[config.mk]
export PLATFORM = sky130hd
export DESIGN_NAME = timer_alarm_sched
export DESIGN_NICKNAME = d
export VERILOG_FILES = /design/src/rtl/timer_sched_pkg.sv /design/src/rtl/timer_alarm_sched_rr_arbiter.sv /design/src/rtl/timer_alarm_sched.sv
export SDC_FILE = /design/constraint.sdc
export NUM_CORES = 1
export LEC_CHECK = 0
export ABC_AREA = 1
export BUFFER_PORTS_ARGS = -buffer_cell sky130_fd_sc_hd__buf_4
export CORE_ASPECT_RATIO = 2
export CORE_UTILIZATION = 25
export DETAILED_ROUTE_END_ITERATION = 6
export GPL_TIMING_DRIVEN = 0
export PLACE_DENSITY_LB_ADDON = 0.05
export SYNTH_ARGS = -nofsm -noshare
export SYNTH_HDL_FRONTEND = slang
export SYNTH_HIERARCHICAL = 1
export SYNTH_SLANG_ARGS = --single-unit
[constraint.sdc]
create_clock -name clock -period 7.5 [get_ports clock]
set_input_delay 0.75 -clock clock [delete_from_list [all_inputs] [get_ports clock]]
set_output_delay 0.75 -clock clock [all_outputs]
set_load 0.05 [all_outputs]
[src/rtl/timer_sched_pkg.sv]
// Shared types and helpers for the alarm scheduler: timer width, tick type
// and the modular elapsed-time function.
package timer_sched_pkg;

  localparam int unsigned TW     = 15;
  localparam int unsigned MAX_CH = 32;

  typedef logic [TW-1:0] tick_t;

  // Unsigned subtraction in TW bits is the wrap-safe distance from start to now.
  function automatic tick_t elapsed(input tick_t now, input tick_t start);
    return now - start;
  endfunction

endpackage

[src/rtl/timer_alarm_sched_rr_arbiter.sv]
// Generic round-robin arbiter: N requests in, one-hot grant out. The search
// starts at the pointer, which moves just past each granted requester.
module rr_arbiter #(
  parameter int unsigned N = 4
) (
  input  logic         clk_i,
  input  logic         rst_i,
  input  logic [N-1:0] req_i,
  output logic [N-1:0] gnt_o
);

  localparam int unsigned PW = (N > 1) ? $clog2(N) : 1;

  logic [PW-1:0] ptr_q, ptr_d;
  logic [PW-1:0] pos;
  int unsigned   idx;
  logic          found;

  always_comb begin
    gnt_o = '0;
    ptr_d = ptr_q;
    found = 1'b0;
    idx   = 0;
    pos   = '0;
    for (int unsigned k = 0; k < N; k++) begin
      idx = 32'(ptr_q) + k;
      if (idx >= N) idx = idx - N;
      pos = PW'(idx);
      if (!found && req_i[pos]) begin
        gnt_o[pos] = 1'b1;
        found      = 1'b1;
        ptr_d      = (idx == N - 1) ? '0 : PW'(idx + 1);
      end
    end
  end

  always_ff @(posedge clk_i or posedge rst_i) begin
    if (rst_i) ptr_q <= '0;
    else       ptr_q <= ptr_d;
  end

endmodule

[src/rtl/timer_alarm_sched.sv]
// One-shot alarm scheduler sharing a 15-bit real-time timer among NUM_CH
// channels. Optional periodic mode: define TIMER_ALARM_SCHED_PERIODIC_EN.
module timer_alarm_sched
  import timer_sched_pkg::*;
#(
  parameter int unsigned NUM_CH = 4
) (
  input  logic                 clock,
  input  logic                 reset,
  input  logic [15:0]          timer_in,
  input  logic [NUM_CH-1:0]    arm_req,
  input  logic [NUM_CH*TW-1:0] arm_delay,
  output logic [NUM_CH-1:0]    arm_ack,
  input  logic [NUM_CH-1:0]    cancel,
`ifdef TIMER_ALARM_SCHED_PERIODIC_EN
  input  logic [NUM_CH-1:0]    periodic,
`endif
  output logic [NUM_CH-1:0]    active,
  output logic [NUM_CH-1:0]    expire
);

  localparam int unsigned PW = (NUM_CH > 1) ? $clog2(NUM_CH) : 1;

  tick_t now;
  logic  unused_timer_msb;

  tick_t start_q [NUM_CH];
  tick_t start_d [NUM_CH];
  tick_t dly_q   [NUM_CH];
  tick_t dly_d   [NUM_CH];

  logic [NUM_CH-1:0] active_q, active_d;
  logic [NUM_CH-1:0] ack_q, ack_d;
  logic [NUM_CH-1:0] exp_q, exp_d;
  logic [NUM_CH-1:0] per_q, per_d;
  logic [NUM_CH-1:0] per_sel;
  logic [NUM_CH-1:0] eligible, grant;
  logic [PW-1:0]     scan_q, scan_d;

  tick_t sel_start, sel_dly;
  logic  sel_act, scan_hit;

  assign now              = timer_in[TW-1:0];
  assign unused_timer_msb = timer_in[15];

`ifdef TIMER_ALARM_SCHED_PERIODIC_EN
  assign per_sel = periodic;
`else
  assign per_sel = '0;
`endif

  assign eligible = arm_req & ~ack_q & ~cancel;

  rr_arbiter #(
    .N(NUM_CH)
  ) u_arb (
    .clk_i (clock),
    .rst_i (reset),
    .req_i (eligible),
    .gnt_o (grant)
  );

  assign scan_d = (scan_q == PW'(NUM_CH - 1)) ? '0 : scan_q + 1'b1;

  // Mux the scanned channel onto one comparator rather than one per channel.
  always_comb begin
    sel_start = '0;
    sel_dly   = '0;
    sel_act   = 1'b0;
    for (int unsigned i = 0; i < NUM_CH; i++) begin
      if (scan_q == PW'(i)) begin
        sel_start = start_q[i];
        sel_dly   = dly_q[i];
        sel_act   = active_q[i];
      end
    end
    scan_hit = sel_act && (elapsed(now, sel_start) >= sel_dly);
  end

  // Per-channel priority: cancel, then grant, then expiry.
  always_comb begin
    start_d  = start_q;
    dly_d    = dly_q;
    active_d = active_q;
    per_d    = per_q;
    ack_d    = '0;
    exp_d    = '0;
    for (int unsigned i = 0; i < NUM_CH; i++) begin
      if (cancel[i]) begin
        active_d[i] = 1'b0;
      end else if (grant[i]) begin
        start_d[i]  = now;
        dly_d[i]    = arm_delay[TW*i +: TW];
        active_d[i] = 1'b1;
        ack_d[i]    = 1'b1;
        per_d[i]    = per_sel[i];
      end else if (scan_hit && (scan_q == PW'(i))) begin
        exp_d[i] = 1'b1;
        if (per_q[i] && (dly_q[i] != '0)) start_d[i] = start_q[i] + dly_q[i];
        else                              active_d[i] = 1'b0;
      end
    end
  end

  always_ff @(posedge clock or posedge reset) begin
    if (reset) begin
      for (int unsigned i = 0; i < NUM_CH; i++) begin
        start_q[i] <= '0;
        dly_q[i]   <= '0;
      end
      active_q <= '0;
      ack_q    <= '0;
      exp_q    <= '0;
      per_q    <= '0;
      scan_q   <= '0;
    end else begin
      start_q  <= start_d;
      dly_q    <= dly_d;
      active_q <= active_d;
      ack_q    <= ack_d;
      exp_q    <= exp_d;
      per_q    <= per_d;
      scan_q   <= scan_d;
    end
  end

  assign arm_ack = ack_q;
  assign active  = active_q;
  assign expire  = exp_q;

endmodule

==> results.cfg <==
[worst_hold_path]
min_path_type = in -> async

[clock_tree]
clk_latency_ns = 0.45
cts_hold_buf = 0
cts_tree = built
clock_sinks = 136
cts_buffers = 17
cts_setup_buffers = 0
cts_max_level = 4
clock_path_buffers = 2
cts_root_buf = clkbuf_16
cts_resized = 0
clk_pin_slew_worst_paths_ns = 0.07

[sta]
report.final.slew_viol_count = 0
worstMarginPinSlew_ns = 0.8503
setup_viol = 0
timing.final.crit_period_ns = 4.689
hold_slack_ns = 0.1954
tns_ns = 0
rsz0062_at_grt = false
max_freq_mhz = 213.3
layout_setup_ws_ns = 2.811
hold_violations = 0
skew_ns = 0.01006
timing.final.crit_share_pct = 62.52
slew_headroom_pct = 43.32

[power]
p_leak_nw = 4.638
powerDensity_nw_per_um2 = 428.7
peakVddDrop_mv = 0.2012

[floorplanning]
core-area_um2 = 29510
rows = 89
initial_core_util_pct = 25.36
die_area_um2 = 30670
boundaryPins = 98
die_y_um = 246.7
die_w_um = 124.3

[global_route]
grt_pass1_vias = 6877
track_usage_pct = 18.69
grt_pass1_wl_mm = 41.56
grt-ovfl-total = 0
antenna_found_initial = 0
grt_max_degree = 77

[yosys]
synth_edf_count = 0
synth-xor-area-share_pct = 1.288
syn_nets = 1077
muxShareOfSynthArea_pct = 0
ys_seq_area_share_pct = 45.48
postSynth.asyncResetShare_pct = 100.0
syn_avg_cell_area_um2 = 7.876
synth_warnings = 6
synth_seq_cells = 136
ys.flop_type = dfrtp_1
syn_area_um2 = 7482
synth_compound_area_share_pct = 16.47
yosys.area_share.adder_pct = 6.957
synthSimpleGateAreaFrac_pct = 23.34
synth_cell_types = 39
synthCells = 950
synth_top_family_by_area = simple AND/OR/NAND/NOR gates

[placement]
dp_hpwl_mm = 21.29
dpl.cell_count = 1411
dp_slack_ns = 2.765
io_buffers = 96
place_congestion = 0.8572

[critical_path]
cp_data_arrival_time_ns = 5.02
path_max_fanout = 10
worstSetupPathType = reg -> reg
critPathSlowestCell = dfrtp_1
cp_common_cell = nand2_1
cp_data_required_time_ns = 7.83
cpPeakStageDelay_ns = 0.41
end_kind = register
crit_path_start_kind = register
reg2reg_slack_ns = 2.81

[status]
status = finished, final reports clean

[layout]
drive_above_1_share_pct = 17.05
diodes = 0
num-nets-final = 1193
final-seq-area_um2 = 3403
multi_input_area_um2 = 3596
area_growth_pct = 23.56
fin_cells = 1443
fillers = 3234
fin_util_pct = 31.33

[routing]
drc = 0
num_vias = 6678
first_pass_iters = 4
drt_wl_total_mm = 27.57
viasPerCell = 4.628
ant_nets = 0
drt_iter0_drc = 267
avgRoutedWirePerCell_um = 19.10

[job]
drv_cap = 0
==> routing by layer <==
metal  vias up  global-route usage, %  routed length (µm)
li1       3340                      -                   -
met1      3193                  19.62               10720
met2       115                  36.38               15500
met3        30                  2.531                 580
met4         0                  8.221                 767
met5         -                      0                   0
==> stage by stage <==
stage,area (µm²),power (mW)
after floorplan,7482,2.551
final,9245,3.963
after CTS,9245,4.039
after detailed placement,8691,3.201
after global routing,9245,4.321
after global placement,8658,3.170
==> cell usage after synthesis, types with 2 or more instances <==
library cell / count / area [µm²]
ha_1: 40 / 500.5
buf_2: 21 / 105.1
nand2_2: 4 / 25.02
o21ai_0: 126 / 630.6
or2_2: 4 / 25.02
inv_2: 7 / 26.28
a21oi_1: 54 / 270.3
nor3b_1: 4 / 30.03
buf_1: 2 / 7.510
nand4_1: 3 / 18.77
nand2_4: 3 / 33.78
o22ai_1: 5 / 31.28
a22oi_1: 23 / 172.7
a31oi_1: 3 / 18.77
buf_4: 2 / 15.01
dfrtp_1: 136 / 3403
inv_1: 73 / 274.0
nand2_1: 334 / 1254
nand3_1: 26 / 130.1
clkbuf_1: 13 / 48.80
o21bai_1: 4 / 30.03
nor2_4: 4 / 45.04
xor2_1: 7 / 61.31
o21ai_1: 7 / 35.03
o21ai_2: 2 / 17.52
nor2_1: 24 / 90.09
nand3_2: 4 / 40.04
xnor2_1: 4 / 35.03
==> sequential cells by signal, indices dropped and copies added, names as in the netlist <==
name and count:
active 4, start_q 60, u_arb/ptr_q 2, arm_ack 4, expire 4, dly_q 60
scan_q 2
==> cells in the final DEF, fill, tap and decap left out, types with 3 or more instances in the layout <==
master,n
nor2_4,4
clkinv_2,3
inv_2,7
buf_2,21
a22oi_1,23
ha_1,40
nor2_1,24
nand2_2,4
dfrtp_1,136
nand3_2,4
a31oi_1,3
buf_4,98
or2_2,4
o21ai_1,7
nand2_4,3
inv_1,72
o21ai_0,126
nor3b_1,4
clkinv_4,4
nand2_1,334
o22ai_1,5
nand4_1,3
inv_6,4
clkbuf_16,17
xor2_1,7
o21bai_1,4
clkbuf_1,15
a21oi_1,54
xnor2_1,4
nand3_1,26
==> area by class of cell <==
type | count | share of cell area (%)
Clock inverter | 13 | 1.313
Buffer | 38 | 1.908
Timing Repair Buffer | 97 | 8.093
Clock buffer | 19 | 4.683
Sequential cell | 136 | 36.81
Inverter | 81 | 3.370
Multi-Input combinational cell | 695 | 38.90
Tap cell | 364 | 4.926
==> worst paths after layout <==
path	end	cells after the start	startpoint
max	active[2]	28	scan_q[0]
min	u_arb/ptr_q[1]	2	reset
max reg2reg	active[2]	28	scan_q[0]
min reg2reg	dly_q[14]	2	dly_q[14]
max in group asynchronous	dly_q[54]	3	reset
min in group clock	dly_q[14]	2	dly_q[14]
==> critical path: cells and delay by family (launching register included) <==
family                     cells  cell delay, ns
adders and majority gates      4            1.11
buffers and inverters          4            0.83
AOI/OAI and AO/OA              5            0.69
and+or+nand+nor               15            1.52
DFF                            1            0.41
==> logic make-up (layout without fill, tap and decap cells) <==
logic type | after synthesis | in the layout
simple gates | 416 | 416
compound gates | 227 | 227
flops | 136 | 136
buf+inv | 119 | 248
fa+ha+maj | 41 | 41
xor+xnor | 11 | 11
==> power breakdown <==
part           total (mW)  switching [mW]  internal (mW)
clock network       0.817           0.359          0.458
logic                1.89            1.23          0.655
registers            1.26           0.193           1.06
total                3.96            1.79           2.18
No activity file was read; power rests on OpenSTA's default activity.
